## config.mk

```make
export PLATFORM = sky130hd
export DESIGN_NAME = axil_regfile_slave
export DESIGN_NICKNAME = d
export VERILOG_FILES = /design/src/rtl/axil_regfile_slave.sv
export SDC_FILE = /design/constraint.sdc
export NUM_CORES = 1
export LEC_CHECK = 0
export ABC_CLOCK_PERIOD_IN_PS = 2000
export CAP_MARGIN = 0
export CORE_UTILIZATION = 44
export CTS_CLUSTER_SIZE = 20
export DETAILED_ROUTE_END_ITERATION = 10
export PLACE_DENSITY = 0.73
export SYNTH_ARGS = -nofsm -noshare
export SYNTH_HDL_FRONTEND = slang
export SYNTH_SLANG_ARGS = --single-unit
```

## constraint.sdc

```tcl
create_clock -name AXI_ACLK -period 2 [get_ports AXI_ACLK]
set_input_delay 0.3 -clock AXI_ACLK [delete_from_list [all_inputs] [get_ports AXI_ACLK]]
set_output_delay 0.3 -clock AXI_ACLK [all_outputs]
set_load 0.01 [all_outputs]
```

## src/rtl/axil_regfile_slave.sv

```systemverilog
// AXI4-Lite responder terminating in NUM_REGS 32-bit control/status registers.
// Define AXIL_REGFILE_STATUS_EN to turn the top register into a sticky W1C status register.
module axil_regfile_slave #(
    parameter int C_AXI_DATA_WIDTH     = 32,
    parameter int C_AXI_ADDR_WIDTH     = 8,
    parameter int NUM_REGS             = 8,
    parameter int OPT_READ_SIDEEFFECTS = 1
) (
    input  logic                            AXI_ACLK,
    input  logic                            AXI_ARESETN,
    input  logic [C_AXI_ADDR_WIDTH-1:0]     AXI_AWADDR,
    input  logic [2:0]                      AXI_AWPROT,
    input  logic                            AXI_AWVALID,
    output logic                            AXI_AWREADY,
    input  logic [C_AXI_DATA_WIDTH-1:0]     AXI_WDATA,
    input  logic [C_AXI_DATA_WIDTH/8-1:0]   AXI_WSTRB,
    input  logic                            AXI_WVALID,
    output logic                            AXI_WREADY,
    output logic [1:0]                      AXI_BRESP,
    output logic                            AXI_BVALID,
    input  logic                            AXI_BREADY,
    input  logic [C_AXI_ADDR_WIDTH-1:0]     AXI_ARADDR,
    input  logic [2:0]                      AXI_ARPROT,
    input  logic                            AXI_ARVALID,
    output logic                            AXI_ARREADY,
    output logic [C_AXI_DATA_WIDTH-1:0]     AXI_RDATA,
    output logic [1:0]                      AXI_RRESP,
    output logic                            AXI_RVALID,
    input  logic                            AXI_RREADY,
    output logic [NUM_REGS*32-1:0]          regs_o,
    output logic [NUM_REGS-1:0]             wr_pulse_o,
    input  logic [31:0]                     status_set_i
);
    localparam int DW   = C_AXI_DATA_WIDTH;
    localparam int SW   = DW / 8;
    localparam int IDXW = C_AXI_ADDR_WIDTH - 2;
    localparam logic [IDXW:0] NUM_REGS_W = (IDXW+1)'(NUM_REGS);
    localparam logic [1:0] RESP_OKAY   = 2'b00;
    localparam logic [1:0] RESP_SLVERR = 2'b10;
`ifdef AXIL_REGFILE_STATUS_EN
    localparam bit STATUS_EN = 1'b1;
`else
    localparam bit STATUS_EN = 1'b0;
`endif
    localparam bit RD_CLR_EN = STATUS_EN && (OPT_READ_SIDEEFFECTS != 0);

    logic                       aw_held;
    logic                       w_held;
    logic [IDXW-1:0]            aw_idx_q;
    logic [DW-1:0]              w_data_q;
    logic [SW-1:0]              w_strb_q;
    logic [DW-1:0]              wr_mask;
    logic                       bvalid_q;
    logic [1:0]                 bresp_q;
    logic                       rvalid_q;
    logic [1:0]                 rresp_q;
    logic [DW-1:0]              rdata_q;
    logic [NUM_REGS-1:0]        wr_sel;
    logic [NUM_REGS-1:0]        rd_sel;
    logic [NUM_REGS-1:0]        wr_pulse_q;
    logic [NUM_REGS-1:0][DW-1:0] reg_vals;
    logic [IDXW-1:0]            ar_idx;
    logic [DW-1:0]              rd_mux;
    logic                       aw_ok;
    logic                       ar_ok;
    logic                       aw_fire;
    logic                       w_fire;
    logic                       ar_fire;
    logic                       commit;

    assign AXI_AWREADY = AXI_ARESETN && !aw_held;
    assign AXI_WREADY  = AXI_ARESETN && !w_held;
    assign AXI_ARREADY = AXI_ARESETN && (!rvalid_q || AXI_RREADY);

    assign aw_fire = AXI_AWVALID && AXI_AWREADY;
    assign w_fire  = AXI_WVALID && AXI_WREADY;
    assign ar_fire = AXI_ARVALID && AXI_ARREADY;
    assign commit  = aw_held && w_held && (!bvalid_q || AXI_BREADY);

    assign ar_idx = AXI_ARADDR[C_AXI_ADDR_WIDTH-1:2];
    assign aw_ok  = ({1'b0, aw_idx_q} < NUM_REGS_W);
    assign ar_ok  = ({1'b0, ar_idx} < NUM_REGS_W);

    always_comb begin
        wr_mask = '0;
        for (int b = 0; b < SW; b++) begin
            wr_mask[8*b +: 8] = {8{w_strb_q[b]}};
        end
    end

    always_comb begin
        wr_sel = '0;
        rd_sel = '0;
        for (int k = 0; k < NUM_REGS; k++) begin
            wr_sel[k] = commit && aw_ok && (aw_idx_q == IDXW'(k));
            rd_sel[k] = ar_fire && ar_ok && (ar_idx == IDXW'(k));
        end
    end

    always_comb begin
        rd_mux = '0;
        for (int k = 0; k < NUM_REGS; k++) begin
            if (ar_idx == IDXW'(k)) begin
                rd_mux = reg_vals[k];
            end
        end
    end

    // AW and W each park in a one-entry hold until both are present and B is free.
    always_ff @(posedge AXI_ACLK or negedge AXI_ARESETN) begin
        if (!AXI_ARESETN) begin
            aw_held  <= 1'b0;
            aw_idx_q <= '0;
        end else if (commit) begin
            aw_held <= 1'b0;
        end else if (aw_fire) begin
            aw_held  <= 1'b1;
            aw_idx_q <= AXI_AWADDR[C_AXI_ADDR_WIDTH-1:2];
        end
    end

    always_ff @(posedge AXI_ACLK or negedge AXI_ARESETN) begin
        if (!AXI_ARESETN) begin
            w_held   <= 1'b0;
            w_data_q <= '0;
            w_strb_q <= '0;
        end else if (commit) begin
            w_held <= 1'b0;
        end else if (w_fire) begin
            w_held   <= 1'b1;
            w_data_q <= AXI_WDATA;
            w_strb_q <= AXI_WSTRB;
        end
    end

    always_ff @(posedge AXI_ACLK or negedge AXI_ARESETN) begin
        if (!AXI_ARESETN) begin
            bvalid_q   <= 1'b0;
            bresp_q    <= RESP_OKAY;
            wr_pulse_q <= '0;
        end else begin
            wr_pulse_q <= wr_sel;
            if (commit) begin
                bvalid_q <= 1'b1;
                bresp_q  <= aw_ok ? RESP_OKAY : RESP_SLVERR;
            end else if (AXI_BREADY) begin
                bvalid_q <= 1'b0;
            end
        end
    end

    always_ff @(posedge AXI_ACLK or negedge AXI_ARESETN) begin
        if (!AXI_ARESETN) begin
            rvalid_q <= 1'b0;
            rresp_q  <= RESP_OKAY;
            rdata_q  <= '0;
        end else if (ar_fire) begin
            rvalid_q <= 1'b1;
            rresp_q  <= ar_ok ? RESP_OKAY : RESP_SLVERR;
            rdata_q  <= ar_ok ? rd_mux : '0;
        end else if (AXI_RREADY) begin
            rvalid_q <= 1'b0;
        end
    end

    for (genvar k = 0; k < NUM_REGS; k++) begin : g_reg
        logic [DW-1:0] q;
        if (STATUS_EN && (k == NUM_REGS - 1)) begin : g_status
            logic [DW-1:0] clr;
            // Reads clear what they return; the set term is applied last so it wins.
            always_comb begin
                clr = '0;
                if (wr_sel[k]) begin
                    clr = clr | (w_data_q & wr_mask);
                end
                if (RD_CLR_EN && rd_sel[k]) begin
                    clr = clr | q;
                end
            end
            always_ff @(posedge AXI_ACLK or negedge AXI_ARESETN) begin
                if (!AXI_ARESETN) begin
                    q <= '0;
                end else begin
                    q <= (q & ~clr) | status_set_i;
                end
            end
        end else begin : g_plain
            always_ff @(posedge AXI_ACLK or negedge AXI_ARESETN) begin
                if (!AXI_ARESETN) begin
                    q <= '0;
                end else if (wr_sel[k]) begin
                    q <= (q & ~wr_mask) | (w_data_q & wr_mask);
                end
            end
        end
        assign reg_vals[k] = q;
    end

    assign regs_o     = reg_vals;
    assign wr_pulse_o = wr_pulse_q;
    assign AXI_BVALID = bvalid_q;
    assign AXI_BRESP  = bresp_q;
    assign AXI_RVALID = rvalid_q;
    assign AXI_RRESP  = rresp_q;
    assign AXI_RDATA  = rdata_q;

    logic unused_ok;
    assign unused_ok = ^{AXI_AWPROT, AXI_ARPROT, AXI_AWADDR[1:0], AXI_ARADDR[1:0],
                         status_set_i, rd_sel, RD_CLR_EN};

endmodule

```

==> summary.txt <==
Yosys
  – Mapped Area: 0.01538 sq mm
  – Synth cell types: 45
  – Cells after synthesis: 1,179
  – Number of synthesized flops with an enable pin: 0
  – Ys flop type: dfrtp_1
  – Syn_area_per_cell: 13.05 sq um
  – Synth warnings: 0
  – Synth Register Bits: 344
  – Asr flop ratio synth: 100.0%
  – Post-synthesis sequential area ratio: 55.95%

Global routing
  – Grt ovf: 0
  – First-pass GRT wire length: 79,340 microns
  – Initial antenna violation count: 1
  – All-Layer GR Usage: 29.51%
  – Largest net degree at the start of global routing: 126
  – Vias in the first global route: 12,700

Floorplan
  – # rows: 68
  – Die Area: 0.03572 sq mm
  – Die Span X: 189.0 microns
  – Initial Util: 44.65%
  – I/O pin count: 402
  – Core box area: 0.03446 sq mm
  – Die height: 189.0 microns

Detailed routing
  – Detail Route Antenna Nets: 0
  – Routed vias/inst: 5.769
  – Drt first-iter violations: 779
  – Post-Route WL: 52,760 microns
  – DRT Pass-1 Iters: 5
  – Via count: 12,170
  – Residual DRC: 0
  – Average wire per standard cell: 25.00 microns

Outcome
  – Failing checks: negative setup slack
  – Status: complete, but fails checks

Clock network
  – CTS buffer count: 39
  – CTS sink cnt: 344
  – CTS H-tree depth: 2
  – TritonCTS clock tree: yes
  – Longest Clk Path Bufs: 3
  – Reg clk slew, reported paths: 60 ps
  – Clk root buf: clkbuf_16
  – Clk_lat worst skew: 530 ps

Worst setup path
  – CP Capture Type: register
  – Worst EP required: 2390 ps
  – Critical path fanouts, max: 28
  – WP data arrival: 2440 ps
  – Setup CP Type: in -> reg
  – Worst setup SP type: input pin

Timing
  – Slew HR: 52.98%
  – FMAX: 489.3 MHz
  – Slew Viols, Final: 0
  – RSZ-0062 raised after global routing: yes
  – Hold Fails Final Rpt: 0
  – Minimum clock period: 2044 ps
  – Clock skew: 20.85 ps
  – # setup viols final: 3
  – Fin crit share: 102.2%
  – Worst slew pin tran: 705.2 ps
  – Final worst setup slack: -43.55 ps

Placed design
  – Placed wire-length estimate: 35,040 microns
  – GP Congestion: 0.8613
  – DP Area: 0.02059 sq mm
  – I/O Buffers: 357

Power and ir drop
  – Leakage dissipation: 0.009712 uW
  – Peak supply drop: 742.3 uV
  – Power density over the cells: 1280 mW/mm^2
  – Overall Power: 28,640 uW

Layout
  – Final nets: 1,724
  – Ant diodes: 0
  – Fillers: 2,589
  – Share of cells above drive strength 1: 36.62%
  – Final Cell Area: 0.02238 sq mm
  – P&R area growth vs syn: 45.45%

Worst hold path
  – HP Class: in -> async

Flow run
  – Max cap viols: 0
## path summary, 6_finish.rpt
path | from | endpoint | slack, ps | depth (start not counted)
hold / removal | AXI_ARESETN | async pin | 20 | 2
min in group AXI_ACLK | AXI_ARESETN | AXI_RVALID$_DFFE_PN0P_ | 320 | 4
setup reg to reg | aw_held$_DFFE_PN0P_ | register | 50 | 6
max in group asynchronous | AXI_ARESETN | w_data_q[2]$_DFFE_PN0P_ | 420 | 4
setup / recovery | AXI_ARADDR[7] | AXI_RDATA[4]$_DFFE_PN0P_ | -40 | 6
hold reg to reg | AXI_RDATA[2]$_DFFE_PN0P_ | AXI_RDATA[2]$_DFFE_PN0P_ | 490 | 2
## area by class of cell
class	instances	area (sq um)	area share [%]
well taps	455	569.3	2.544
repair buffers	477	4961	22.17
flip-flops and latches	344	8608	38.47
multi-input cells	765	6914	30.90
clock buffers	54	1124	5.021
clock inverters	15	201.4	0.9002
## per-layer routing
layer	GRT usage, %	wire [microns]	vias to the layer above
li1	-	-	5282
met1	38.10	21710	6254
met2	48.94	25420	522
met3	6.543	3864	115
met4	10.27	1768	0
met5	0	0	-
## metrics by stage
step	util [%]	worst slack (ps)	hold WS, ps	setup TNS [ps]	cells
after floorplan	-	-19.99	4.409	-1279	1180
after global placement	59.76	-532.4	147.5	-72690	2038
after detailed placement	59.76	-598.2	152.8	-76580	2038
after CTS	63.85	1.876	38.41	0	2109
after global routing	64.94	-70.65	66.45	-498.9	2110
final	64.94	-43.55	16.06	-60.26	2110
## cell usage after synthesis (9+ instances only)
cell       instances  area, sq um
a2111oi_0         20        175.2
a21oi_1           14        70.07
a311oi_1           9        78.83
clkbuf_1          53        198.9
dfrtp_1          344         8608
mux2_2           320         3603
mux2i_1           32        320.3
nand2_1           47        176.4
nand3_1           10        50.05
nand3b_1          38        285.3
nor2_1            49        183.9
nor2_2            32        200.2
nor3_1            34        170.2
o211ai_1          27        202.7
o21ai_0           26        130.1
o21ai_1           20        100.1
o221a_2           20        225.2
o2bb2ai_1          9        78.83
or3_1             22        137.6
## cell usage in the layout, fill, tap and decap left out, drive strengths merged, types with 3 or more instances in the layout
master,netlist,layout
nor2,81,81
a21oi,14,14
o221a,20,20
mux2i,32,32
or3,22,22
nand3,10,10
buf,18,121
clkinv,0,6
nand2b,5,5
bufinv,0,4
o21ai,46,46
or4b,3,3
nand2,47,47
clkinvlp,0,3
a2111oi,20,20
dfrtp,344,344
nand3b,38,38
clkdlybuf4s50,0,352
nor3,34,34
a311oi,9,9
clkbuf,53,54
o211ai,27,27
nor2b,3,3
mux2,320,320
o2bb2ai,9,9
## cell families after synthesis
family	count (synthesis)	share of synthesized area (%)
AOI/OAI and AO/OA	154	7.417
xor gates and xnor gates	1	0.05694
buffers and inverters	71	1.960
DFF	344	55.95
muxes	353	25.65
other	1	0.02437
and+or+nand+nor	255	8.938
## power breakdown
group | switching (uW) | total, uW | internal, uW
registers | 2650 | 12000 | 9310
logic | 3640 | 9310 | 5670
clock network | 2910 | 7360 | 4460
total | 9200 | 28600 | 19400
## repair_timing
| action | CTS | global route |
|---|---|---|
| endpoints found under the setup margin | 44 | 110 |
| pin swaps | 0 | 6 |
| gates resized for setup | 19 | 69 |
| hold buffers | 2 | 0 |
| buffers inserted | 0 | 1 |
| endpoints found under the hold margin | 8 | 0 |
## critical path: stages
cell             delay (ps)
clkdlybuf4s50_1         440
or4b_4                  570
buf_12                  200
or3_4                   410
a2111oi_4               380
o21ai_1                 110
(Power assumes the default switching activity.)
